### src/rtl/mem_arb_pkg.sv
// Shared types and default sizes for the two-requester external memory arbiter.
// Consumed by mem_arb_prio and mem_arbiter via import mem_arb_pkg::*.
package mem_arb_pkg;

  localparam int DEF_AW       = 32;
  localparam int DEF_DW       = 32;
  localparam int DEF_MAX_HOLD = 4;
  localparam int DEF_TIMEOUT  = 64;
  localparam int HOLD_W       = 4;

  typedef enum logic [1:0] {
    IDLE  = 2'd0,
    RD_IF = 2'd1,
    RD_D  = 2'd2
  } arb_state_e;

  typedef enum logic {
    OWN_IF = 1'b0,
    OWN_D  = 1'b1
  } owner_e;

  // The read-wait state already identifies which requester owns the pending read.
  function automatic owner_e state_owner(input arb_state_e s);
    return (s == RD_D) ? OWN_D : OWN_IF;
  endfunction

endpackage

### src/rtl/mem_arb_prio.sv
// Fixed data-over-fetch priority with a starvation guard: after MAX_HOLD
// consecutive data grants while fetch waits, fetch is forced through.
module mem_arb_prio
  import mem_arb_pkg::*;
#(
  parameter int MAX_HOLD = DEF_MAX_HOLD
) (
  input  logic clk,
  input  logic rst,
  input  logic i_active,
  input  logic i_if_req,
  input  logic i_d_req,
  output logic o_gnt_if,
  output logic o_gnt_d
);

  localparam logic [HOLD_W-1:0] HOLD_MAX = HOLD_W'(MAX_HOLD);

  logic [HOLD_W-1:0] hold_cnt_q;
  logic [HOLD_W-1:0] hold_cnt_d;
  logic              force_if;

  always_comb begin
    force_if = i_if_req && (hold_cnt_q == HOLD_MAX);
    o_gnt_d  = i_active && i_d_req && !force_if;
    o_gnt_if = i_active && i_if_req && !o_gnt_d;

    hold_cnt_d = hold_cnt_q;
    if (!i_if_req || o_gnt_if) begin
      hold_cnt_d = '0;
    end else if (o_gnt_d && (hold_cnt_q != HOLD_MAX)) begin
      hold_cnt_d = hold_cnt_q + HOLD_W'(1);
    end
  end

  always_ff @(posedge clk) begin
    if (rst) begin
      hold_cnt_q <= '0;
    end else begin
      hold_cnt_q <= hold_cnt_d;
    end
  end

endmodule

### src/rtl/mem_arbiter.sv
// Two-requester (fetch / data) arbiter for a single external memory port, one read outstanding.
// Optional read-wait timeout is enabled by defining MEM_ARBITER_TIMEOUT_EN.
module mem_arbiter
  import mem_arb_pkg::*;
#(
  parameter int AW       = DEF_AW,
  parameter int DW       = DEF_DW,
  parameter int MAX_HOLD = DEF_MAX_HOLD,
  parameter int TIMEOUT  = DEF_TIMEOUT
) (
  input  logic          clk,
  input  logic          rst,
  input  logic          i_if_req,
  input  logic [AW-1:0] i_if_addr,
  output logic          o_if_gnt,
  output logic [DW-1:0] o_if_rdata,
  output logic          o_if_rvd,
  input  logic          i_d_req,
  input  logic          i_d_we,
  input  logic [AW-1:0] i_d_addr,
  input  logic [DW-1:0] i_d_wdata,
  output logic          o_d_gnt,
  output logic [DW-1:0] o_d_rdata,
  output logic          o_d_rvd,
  output logic [AW-1:0] o_mem_addr,
  output logic [DW-1:0] o_mem_wdata,
  output logic          o_mem_we,
  output logic          o_mem_re,
  input  logic [DW-1:0] i_mem_rdata,
  input  logic          i_mem_rvd,
  output logic          o_busy
`ifdef MEM_ARBITER_TIMEOUT_EN
  ,
  output logic          o_timeout
`endif
);

  arb_state_e    state_q, state_d;
  logic [DW-1:0] if_rdata_q, if_rdata_d;
  logic [DW-1:0] d_rdata_q, d_rdata_d;
  logic          active;
  logic          gnt_if, gnt_d;
  logic          deliver;
  logic [DW-1:0] ret_data;
  owner_e        owner;

`ifdef MEM_ARBITER_TIMEOUT_EN
  localparam int                WAIT_W   = $clog2(TIMEOUT + 1);
  localparam logic [WAIT_W-1:0] TMO_LAST = WAIT_W'(TIMEOUT - 1);

  logic [WAIT_W-1:0] wait_q, wait_d;
  logic              tmo;
`endif

  // Reset gates the combinational grant path so no command leaks out during reset.
  assign active = (state_q == IDLE) && !rst;
  assign owner  = state_owner(state_q);

  mem_arb_prio #(
    .MAX_HOLD (MAX_HOLD)
  ) u_prio (
    .clk      (clk),
    .rst      (rst),
    .i_active (active),
    .i_if_req (i_if_req),
    .i_d_req  (i_d_req),
    .o_gnt_if (gnt_if),
    .o_gnt_d  (gnt_d)
  );

  assign o_if_gnt    = gnt_if;
  assign o_d_gnt     = gnt_d;
  assign o_mem_addr  = gnt_if ? i_if_addr : i_d_addr;
  assign o_mem_wdata = i_d_wdata;
  assign o_mem_we    = gnt_d && i_d_we;
  assign o_mem_re    = gnt_if || (gnt_d && !i_d_we);
  assign o_busy      = (state_q != IDLE);

  always_comb begin
    state_d  = state_q;
    deliver  = 1'b0;
    ret_data = i_mem_rdata;
`ifdef MEM_ARBITER_TIMEOUT_EN
    wait_d   = '0;
    tmo      = 1'b0;
`endif
    case (state_q)
      IDLE: begin
        if (gnt_if) begin
          state_d = RD_IF;
        end else if (gnt_d && !i_d_we) begin
          state_d = RD_D;
        end
      end
      RD_IF, RD_D: begin
`ifdef MEM_ARBITER_TIMEOUT_EN
        wait_d = wait_q + WAIT_W'(1);
`endif
        if (i_mem_rvd) begin
          deliver = 1'b1;
        end
`ifdef MEM_ARBITER_TIMEOUT_EN
        else if (wait_q == TMO_LAST) begin
          deliver  = 1'b1;
          ret_data = '0;
          tmo      = 1'b1;
        end
`endif
        if (deliver) begin
          state_d = IDLE;
        end
      end
      default: state_d = IDLE;
    endcase

    // Read data is forwarded combinationally on the return cycle, then held.
    o_if_rvd   = deliver && !rst && (owner == OWN_IF);
    o_d_rvd    = deliver && !rst && (owner == OWN_D);
    o_if_rdata = o_if_rvd ? ret_data : if_rdata_q;
    o_d_rdata  = o_d_rvd ? ret_data : d_rdata_q;
    if_rdata_d = o_if_rdata;
    d_rdata_d  = o_d_rdata;
  end

`ifdef MEM_ARBITER_TIMEOUT_EN
  assign o_timeout = tmo && !rst;
`endif

  always_ff @(posedge clk) begin
    if (rst) begin
      state_q    <= IDLE;
      if_rdata_q <= '0;
      d_rdata_q  <= '0;
`ifdef MEM_ARBITER_TIMEOUT_EN
      wait_q     <= '0;
`endif
    end else begin
      state_q    <= state_d;
      if_rdata_q <= if_rdata_d;
      d_rdata_q  <= d_rdata_d;
`ifdef MEM_ARBITER_TIMEOUT_EN
      wait_q     <= wait_d;
`endif
    end
  end

endmodule

### config.mk
export PLATFORM = sky130hd
export DESIGN_NAME = mem_arbiter
export DESIGN_NICKNAME = d
export VERILOG_FILES = /design/src/rtl/mem_arb_pkg.sv /design/src/rtl/mem_arb_prio.sv /design/src/rtl/mem_arbiter.sv
export SDC_FILE = /design/constraint.sdc
export NUM_CORES = 1
export LEC_CHECK = 0
export ABC_CLOCK_PERIOD_IN_PS = 1800
export CAP_MARGIN = 20
export CORE_AREA = 2 2 113 115
export CTS_CLUSTER_DIAMETER = 200
export CTS_CLUSTER_SIZE = 40
export DETAILED_ROUTE_END_ITERATION = 8
export DIE_AREA = 0 0 115 117
export MAX_ROUTING_LAYER = met4
export PLACE_DENSITY = 0.81
export SLEW_MARGIN = 30
export SYNTH_ARGS = -nofsm -noshare
export SYNTH_HDL_FRONTEND = slang
export SYNTH_SLANG_ARGS = --single-unit
export TNS_END_PERCENT = 5
### constraint.sdc
create_clock -name clk -period 1.8 [get_ports clk]
set_input_delay 0.36 -clock clk [delete_from_list [all_inputs] [get_ports clk]]
set_output_delay 0.36 -clock clk [all_outputs]
set_load 0.005 [all_outputs]
# Yosys cells after proc, flatten, opt, wreduce, memory -nomap -nowiden
# Index checks and enable logic that the tools add are counted.
# totals
ff_bits	70
inputBits	134
output_inout_bits	135
wordCells	47
# classes
n_addsub	1
eq_ne	6
n_mux	11
bitwise	1
n_reduce_logical	24
# ops
cell	count
$mux W32	3
$logic_and A1 B1 Y1	12
$mux W2	3
$logic_not A1 Y1	5
$add A4 B1 Y4 const B	1
$eq A4 B3 Y1 const B	1
$mux W1	4
$ne A4 B3 Y1 const B	1
$pmux W2 S2	1
$reduce_or A2 Y1	2
$ne A3 B2 Y1 const B	1
$eq A2 B1 Y1 const B	1
$eq A2 B2 Y1 const B	1
$logic_not A2 Y1	1
$logic_or A1 B1 Y1	2
$ne A2 B2 Y1 const B	1
$reduce_and A2 Y1	1
$reduce_bool A2 Y1	1
$not A1 Y1	1

# Logic depth before layout (Yosys ltp)
# Gate-level depths: netlist (run 1).
# logic_depth
ltp_word	8
ltp_mapped	7
mapped_depth_nobuf	5

# Modules after synthesis
# From an unflattened synthesis (run 1), not the netlist that was laid out.
# hier_totals
cells_unflattened	463
hier_area_um2	3649.8
# modules_own_cells
mod	instances	cells_each	area_each_um2	seq_area_each_um2
mem_arbiter	1	432	3392.0	1321.3
mem_arb_prio	1	31	257.7	80.1

# Worst setup path before layout (run 1)
# OpenSTA, ideal clock, no wires.
# synth_timing
path_type	register -> output
from	register u_prio.hold_cnt_q[0]
to	output port o_mem_addr[10]
t_arrival_ps	1622
required_time_ps	1440
path_slack_ps	-182
path_stages_with_launch	8
path_buffers	2
cell_sequence	dfxtp_1 > inv_1 > ha_1 > and3b_1 > o2111a_1 > buf_6 > buf_12 > mux2_4
# synth_via
elab_chain_cells	7
# synth_rtl
item	line_no	text
start, declared	mem_arb_prio.sv:19	logic [HOLD_W-1:0] hold_cnt_q;
start signal, assigned	mem_arb_prio.sv:40	hold_cnt_q <= hold_cnt_d;
$eq A4 B3 Y1	mem_arb_prio.sv:24	force_if = i_if_req && (hold_cnt_q == HOLD_MAX);
$logic_and A1 B1 Y1	mem_arb_prio.sv:24	
$logic_not A1 Y1	mem_arb_prio.sv:25	o_gnt_d = i_active && i_d_req && !force_if;
$logic_and A1 B1 Y1	mem_arb_prio.sv:25	
$logic_not A1 Y1	mem_arb_prio.sv:26	o_gnt_if = i_active && i_if_req && !o_gnt_d;
$logic_and A1 B1 Y1	mem_arb_prio.sv:26	
$mux W32	mem_arbiter.sv:73	assign o_mem_addr = gnt_if ? i_if_addr : i_d_addr;
end, declared	mem_arbiter.sv:25	output logic [AW-1:0] o_mem_addr,
# Every way passes these cells.

# Worst setup path in the final report (run 1)
# layout_timing
from	register u_prio.hold_cnt_q[0]
to	output port o_mem_addr[1]
# The elaborated chain is that of the path after synthesis.

==> flow_metrics.env, run 1 <==
export IMPL_wirelength_um=12900
export IMPL_drv_cap=0
export IMPL_cts_htree_levels=3
export IMPL_cts_sinks=70
export IMPL_syn_area_per_cell_um2=11.8
export IMPL_firstDrtPassIters=4
export IMPL_dominantRegCellSynth="dfxtp_1"
export IMPL_critical_path_slowest_cell="o2111a_2"
export IMPL_synthesized_net_count=464
export IMPL_die_y_um=117
export IMPL_clkPwrFrac_pct=39.2
export IMPL_critical_path_arrival_ns=2.14
export IMPL_timing_final_max_slew_violations=0
export IMPL_gp_congestion=0.872
export IMPL_via_count_of_the_first_global_routing_pass=3413
export IMPL_dieWidth_um=115
export IMPL_power_share_combinational_pct=26.1
export IMPL_criticalPathCategory="flip-flop to output pin"
export IMPL_count_of_antenna_violating_nets_left_after_detailed_routing=0
export IMPL_final_hold_worst_slack_ns=0.513
export IMPL_max_vdd_ir_drop_v=0.000913
export IMPL_grtUsageTotal_pct=19.2
export IMPL_p_total_mw=4.64
export IMPL_power_share_switching_pct=24.2
export IMPL_reg2regPathDepth=8
export IMPL_layout_cells_most_common="clkdlybuf4s50_1"
export IMPL_rsz0062_at_grt="true"
export IMPL_whs_path_depth=3
export IMPL_total_switching_power_mw=1.12
export IMPL_grt_pass1_wl_um=18700
export IMPL_std_cell_rows=41
export IMPL_r2r_start="state_q[1]"
export IMPL_top_cell_by_count_worst_path="buf_6"
export IMPL_final_critical_path_setup_slack_ns=-0.701
export IMPL_setup_viol=109
export IMPL_min_delay_worst_endpoint="state_q[1]"
export IMPL_max_freq_mhz=400
export IMPL_status="complete, but fails checks"
export IMPL_critical_path_max_stage_delay_ns=0.34
export IMPL_die_area_um2=13500
export IMPL_fin_nets=673
export IMPL_setup_reg_to_reg_worst_slack_ns=-0.03
export IMPL_maximum_number_of_pins_on_one_net_before_global_route_repair=67
export IMPL_worst_path_stages=8
export IMPL_share_seq_of_total_power_pct=34.7
export IMPL_power_density_cell_area_nw_per_um2=731
export IMPL_worst_slew_pin_transition_ns=0.527
export IMPL_static_leakage_power_nw=2.97
export IMPL_hold_start="rst"
export IMPL_initial_antenna_violation_count=0
export IMPL_critical_path_reg2reg_endpoint="if_rdata_q[27]"
export IMPL_postSynthRegisterBits=70
export IMPL_crit_path_cell_trace="inv_2 > ha_4 > and3b_2 > o2111a_2 > buf_6 > buf_6 > mux2_4 > buf_6"
export IMPL_cp_max_fo=5
export IMPL_globalRouteOverflowTotal=0
export IMPL_clock_insertion_delay_worst_skew_ns=0.34
export IMPL_cts_tree="done"
export IMPL_setup_worst_path_start_class="flip-flop"
export IMPL_async_flop_share_pct=0
export IMPL_remaining_design_rule_violation_count=0
export IMPL_clk_root_buffer_cell="clkbuf_16"
export IMPL_dpl_hpwl_um=9420
export IMPL_power_internal_mw=3.52
export IMPL_clock_slew_seen_by_the_registers_of_the_worst_setup_and_hold_paths_ns=0.06
export IMPL_num_antenna_cells=0
export IMPL_ys_types=34
export IMPL_critical_path_top_delay_family="buffers and inverters"
export IMPL_finClkSkew_ns=0.00599
export IMPL_coreArea_um2=12300
export IMPL_final_period_utilization_pct=139
export IMPL_area_growth_syn_to_layout_pct=65.4
export IMPL_finalHoldViolations=0
export IMPL_finalWorstPathRequiredPeriod_ns=2.50
export IMPL_endpoint_kind="output pin"
export IMPL_slew_limit_headroom_pct=64.8
export IMPL_clk_path_buf_depth=2
export IMPL_hp_class="input pin to flip-flop"
export IMPL_avgViaCountPerCell=4.66
export IMPL_wl_per_cell_um=18.7
export IMPL_floorplan_initialDensity_pct=31.1
export IMPL_first_iter_violations=97
export IMPL_final_core_utilization_pct=51.5
export IMPL_placement_io_buffers=204
export IMPL_post_synth_instance_area_um2=3830
export IMPL_violations="negative setup slack"
export IMPL_layout_drive_gt1_share_pct=49.8
export IMPL_critPathBufInv=4
export IMPL_yosys_warning_total=0
export IMPL_layout_cells_most_common_list="clkdlybuf4s50_1, mux2_4, dfxtp_1"
export IMPL_final_fill_count=1109
export IMPL_cts_buffers_inserted=9
export IMPL_vias=3212
export IMPL_io_pins=269
export IMPL_post_synthesis_instance_total=326
export IMPL_synth_edf_count=0
export IMPL_crit_required_ns=1.44
export IMPL_ys_seq_area_share_pct=36.5
[tightest hold or removal path, delay by kind of cell]
family	cells	cell delay, ns
buffers and inverters	2	0.40
AO/OA/AOI/OAI	1	0.05
[cells in the mapped netlist, types with 2 or more instances]
library cell	count	area (µm²)
buf_12	3	60.1
buf_2	3	15.0
buf_4	32	240
nand2_1	3	11.3
and2_1	65	407
nand3_1	3	15.0
nor2b_1	2	12.5
a21oi_1	3	15.0
nor2_1	2	7.51
inv_1	8	30.0
mux2_4	57	856
and3b_1	2	17.5
buf_6	5	56.3
a211oi_1	3	22.5
dfxtp_1	70	1400
clkbuf_1	7	26.3
mux2_1	10	113
mux2_2	29	327
ha_1	4	50.1
[state kept, by name (all words and copies together), names as in the netlist]
register and count:
d_rdata_q 32, u_prio.hold_cnt_q 4, state_q 2, if_rdata_q 32
[final cells by class]
class | count | area [µm²] | area share [%]
clock buffers | 11 | 253 | 3.99
clock inverters | 5 | 56.3 | 0.888
inverters | 8 | 30.0 | 0.473
multi-input cells | 198 | 2110 | 33.2
flip-flops and latches | 70 | 1410 | 22.2
well taps | 150 | 188 | 2.96
repair buffers | 248 | 2300 | 36.3
[repair_timing]
| item | in CTS | in global routing |
|---|---|---|
| setup buffers | 10 | 9 |
| hold buffers | 0 | 0 |
| resized for setup | 322 | 98 |
| endpoints found under the setup margin | 119 | 117 |
| gates cloned | 4 | 0 |
| pin swaps | 5 | 2 |
[metal layers]
metal	routed length [µm]	global-route usage, %
met2	6590	34.5
met3	1070	4.99
met5	0	-
met4	554	9.72
met1	4690	19.2
[logic make-up after synthesis]
| family | count (synthesis) | share of synthesized area, % |
|---|---|---|
| flops | 70 | 36.5 |
| fa+ha+maj | 4 | 1.31 |
| compound gates | 13 | 2.64 |
| buf+inv | 58 | 11.2 |
| mux | 96 | 33.8 |
| simple gates | 85 | 14.6 |
[power groups by stage]
stage	combinational (mW)	sequential, mW	clock, mW
after floorplan	0.547	1.64	0
after global placement	1.15	1.64	0
after detailed placement	1.16	1.64	0
after CTS	1.26	1.61	1.86
after global routing	1.29	1.61	1.94
final	1.21	1.61	1.82
[worst max path at each step]
stage,from,end,slack [ns]
2_1_floorplan,u_prio.hold_cnt_q[1],o_mem_addr[10],-0.13
3_3_place_gp,rst,o_mem_addr[2],-0.99
3_5_place_dp,rst,o_mem_addr[2],-0.97
4_1_cts,u_prio.hold_cnt_q[0],o_mem_addr[28],-0.81
5_1_grt,u_prio.hold_cnt_q[0],o_mem_addr[1],-0.75
6_report,u_prio.hold_cnt_q[0],o_mem_addr[1],-0.70
[stage by stage]
stage	cell area (µm²)	cells	TNS (ns)	worst slack [ns]
after floorplan	3840	326	-4.80	-0.128
after global placement	5920	654	-100.10	-0.985
after detailed placement	5920	654	-100.03	-0.975
after CTS	6530	684	-61.80	-0.808
after global routing	6340	690	-57.77	-0.747
final	6340	690	-51.49	-0.701
Note: power is estimated with default switching activity, not from simulation.
==> run 2: changes to the inputs <==
--- a/config.mk
+++ b/config.mk
@@ -7,15 +7,15 @@
 export LEC_CHECK = 0
 export ABC_CLOCK_PERIOD_IN_PS = 1800
 export CAP_MARGIN = 20
-export CORE_AREA = 2 2 113 115
-export CTS_CLUSTER_DIAMETER = 200
+export CORE_AREA = 2 2 81 160
+export CTS_CLUSTER_DIAMETER = 120
 export CTS_CLUSTER_SIZE = 40
 export DETAILED_ROUTE_END_ITERATION = 8
-export DIE_AREA = 0 0 115 117
+export DIE_AREA = 0 0 83 162
 export MAX_ROUTING_LAYER = met4
 export PLACE_DENSITY = 0.81
 export SLEW_MARGIN = 30
 export SYNTH_ARGS = -nofsm -noshare
 export SYNTH_HDL_FRONTEND = slang
 export SYNTH_SLANG_ARGS = --single-unit
-export TNS_END_PERCENT = 5
+export TNS_END_PERCENT = 100
==> run 2 against run 1 <==
The flow still finishes with violations (negative setup slack). Clock skew rose by 0.0013 ns. Sequential power barely moved. Register-to-register slack got worse by 0.21 ns. Combinational power rose by 24%. Maximum frequency fell by 3.6%. Final area rose by 14%. Highest routed layer unchanged.
==> flow_metrics.env, run 2 (synthesis gave the netlist of run 1 again) <==
export IMPL_status="complete, but fails checks"
export IMPL_violations="negative setup slack"
export IMPL_max_vdd_ir_drop_v=0.000540
export IMPL_avgViaCountPerCell=4.71
export IMPL_count_of_antenna_violating_nets_left_after_detailed_routing=0
export IMPL_die_area_um2=13400
export IMPL_cp_max_fo=5
export IMPL_cts_tree="done"
export IMPL_rsz0062_at_grt="true"
export IMPL_final_core_utilization_pct=59.3
export IMPL_critical_path_arrival_ns=2.23
export IMPL_whs_path_depth=1
export IMPL_std_cell_rows=57
export IMPL_post_cts_hold_buffer_count=0
export IMPL_min_delay_worst_endpoint="state_q[0]"
export IMPL_critPathBufInv=5
export IMPL_drv_cap=0
export IMPL_worst_slew_pin_transition_ns=0.658
export IMPL_die_y_um=162
export IMPL_share_seq_of_total_power_pct=32.5
export IMPL_area_used_by_multi_input_combinational_logic_um2=2270
export IMPL_layout_cells_most_common_list="buf_6, clkdlybuf4s50_1, mux2_4"
export IMPL_coreArea_um2=12200
export IMPL_top_registers="d_rdata_q (32), if_rdata_q (32), u_prio.hold_cnt_q (4)"
export IMPL_area_growth_syn_to_layout_pct=88.5
export IMPL_globalRouteOverflowTotal=0
export IMPL_power_share_switching_pct=23.9
export IMPL_critical_path_slowest_cell="o2111a_2"
export IMPL_top_cell_by_count_worst_path="buf_6"
export IMPL_clk_root_buffer_cell="clkbuf_16"
export IMPL_r2r_start="state_q[1]"
export IMPL_cts_buffers_inserted=9
export IMPL_clkPwrFrac_pct=37.2
export IMPL_wirelength_um=16200
export IMPL_setup_viol=142
export IMPL_finalWorstPathRequiredPeriod_ns=2.59
export IMPL_final_seq_area_um2=1410
export IMPL_final_critical_path_setup_slack_ns=-0.795
export IMPL_power_internal_mw=3.78
export IMPL_criticalPathCategory="flip-flop to output pin"
export IMPL_cts_sinks=70
export IMPL_final_cell_count_no_fill=736
export IMPL_setup_reg_to_reg_worst_slack_ns=-0.24
export IMPL_dieWidth_um=83
export IMPL_wl_per_cell_um=22.1
export IMPL_timing_final_max_slew_violations=0
export IMPL_p_total_mw=4.96
export IMPL_setup_worst_path_start_class="flip-flop"
export IMPL_clock_slew_seen_by_the_registers_of_the_worst_setup_and_hold_paths_ns=0.06
export IMPL_firstDrtPassIters=4
export IMPL_critical_path_top_delay_family="buffers and inverters"
export IMPL_cts_htree_levels=3
export IMPL_via_count_of_the_first_global_routing_pass=3868
export IMPL_floorplan_initialDensity_pct=31.4
export IMPL_finalInstanceArea_um2=7230
export IMPL_fin_nets=723
export IMPL_hold_start="state_q[0]"
export IMPL_reg2regPathDepth=10
export IMPL_power_density_cell_area_nw_per_um2=686
export IMPL_maximum_number_of_pins_on_one_net_before_global_route_repair=67
export IMPL_crit_path_cell_trace="inv_2 > ha_4 > and3b_2 > o2111a_2 > buf_12 > buf_8 > buf_6 > mux2_4 > buf_6"
export IMPL_final_period_utilization_pct=144
export IMPL_power_share_combinational_pct=30.3
export IMPL_static_leakage_power_nw=3.39
export IMPL_num_antenna_cells=0
export IMPL_placement_io_buffers=204
export IMPL_total_switching_power_mw=1.18
export IMPL_final_fill_count=973
export IMPL_dpl_hpwl_um=11400
export IMPL_io_pins=269
export IMPL_placedCellCount=653
export IMPL_finalHoldViolations=0
export IMPL_placed_cell_area_um2=5940
export IMPL_slew_limit_headroom_pct=56.1
export IMPL_crit_required_ns=1.44
export IMPL_clk_path_buf_depth=2
export IMPL_critical_path_max_stage_delay_ns=0.35
export IMPL_remaining_design_rule_violation_count=0
export IMPL_grtUsageTotal_pct=24.1
export IMPL_first_iter_violations=143
export IMPL_gp_congestion=0.824
export IMPL_finClkSkew_ns=0.00727
export IMPL_critical_path_reg2reg_endpoint="if_rdata_q[15]"
export IMPL_vias=3463
export IMPL_clock_insertion_delay_worst_skew_ns=0.32
export IMPL_layout_drive_gt1_share_pct=63.0
export IMPL_initial_antenna_violation_count=0
export IMPL_layout_cells_most_common="buf_6"
export IMPL_max_freq_mhz=385
export IMPL_endpoint_kind="output pin"
export IMPL_grt_pass1_wl_um=23300
export IMPL_hp_class="flip-flop to flip-flop"
==> run 2: repair_timing <==
item / CTS / global route
pin swaps: 5 / 5
setup buffers: 58 / 26
resized for setup: 499 / 141
endpoints found under the hold margin: 0 / 0
gates cloned: 6 / 1
setup endpoints to repair: 150 / 164
==> run 2: layer usage <==
layer / vias up / routed length, µm / global-route usage [%]
li1: 1594 / - / -
met1: 1607 / 4490 / 18.0
met2: 201 / 8420 / 43.0
met3: 61 / 2410 / 15.1
met4: 0 / 905 / 13.3
met5: - / 0 / -
==> run 2: stage by stage <==
| stage | hold slack [ns] | worst slack [ns] | TNS (ns) |
|---|---|---|---|
| finish | 0.499 | -0.795 | -63.49 |
| global route | 0.513 | -0.863 | -72.87 |
| CTS | 0.501 | -0.921 | -74.40 |
| detailed placement | 0.489 | -0.937 | -102.69 |
| global placement | 0.481 | -0.900 | -99.27 |
| floorplan | 0.433 | -0.128 | -4.70 |
==> run 2: worst reg2reg max path: stages, from the launching register on <==
cell and delay (ns):
dfxtp_2 0.36, inv_2 0.06, ha_4 0.27, and4bb_4 0.29, buf_6 0.11, buf_6 0.10
buf_6 0.10, buf_6 0.09, mux2_4 0.30, buf_6 0.12, and2_4 0.14
==> run 2: area by class of cell <==
type,count,area share [%]
clock inverters,5,1.04
repair buffers,298,41.9
well taps,147,2.54
multi-input cells,198,31.4
inverters,8,0.485
clock buffers,10,3.17
flip-flops and latches,70,19.5
==> run 2: power by group through the flow <==
stage | logic [mW] | clock network, mW | registers [mW]
floorplan | 0.551 | 0 | 1.64
global placement | 1.16 | 0 | 1.64
detailed placement | 1.18 | 0 | 1.64
CTS | 1.44 | 1.88 | 1.61
global route | 1.58 | 1.97 | 1.62
finish | 1.50 | 1.84 | 1.61
==> run 2: how the worst max path moves through the flow <==
stage          cells past startpoint             end  slack [ns]                  from
3_5_place_dp                       6   o_if_rdata[3]       -0.94                   rst
6_report                           9  o_mem_addr[21]       -0.79  u_prio.hold_cnt_q[0]
5_1_grt                            9   o_mem_addr[6]       -0.86  u_prio.hold_cnt_q[1]
3_3_place_gp                       6  o_mem_addr[31]       -0.90                   rst
4_1_cts                           10   o_mem_addr[2]       -0.92  u_prio.hold_cnt_q[1]
2_1_floorplan                      7  o_mem_addr[10]       -0.13  u_prio.hold_cnt_q[1]
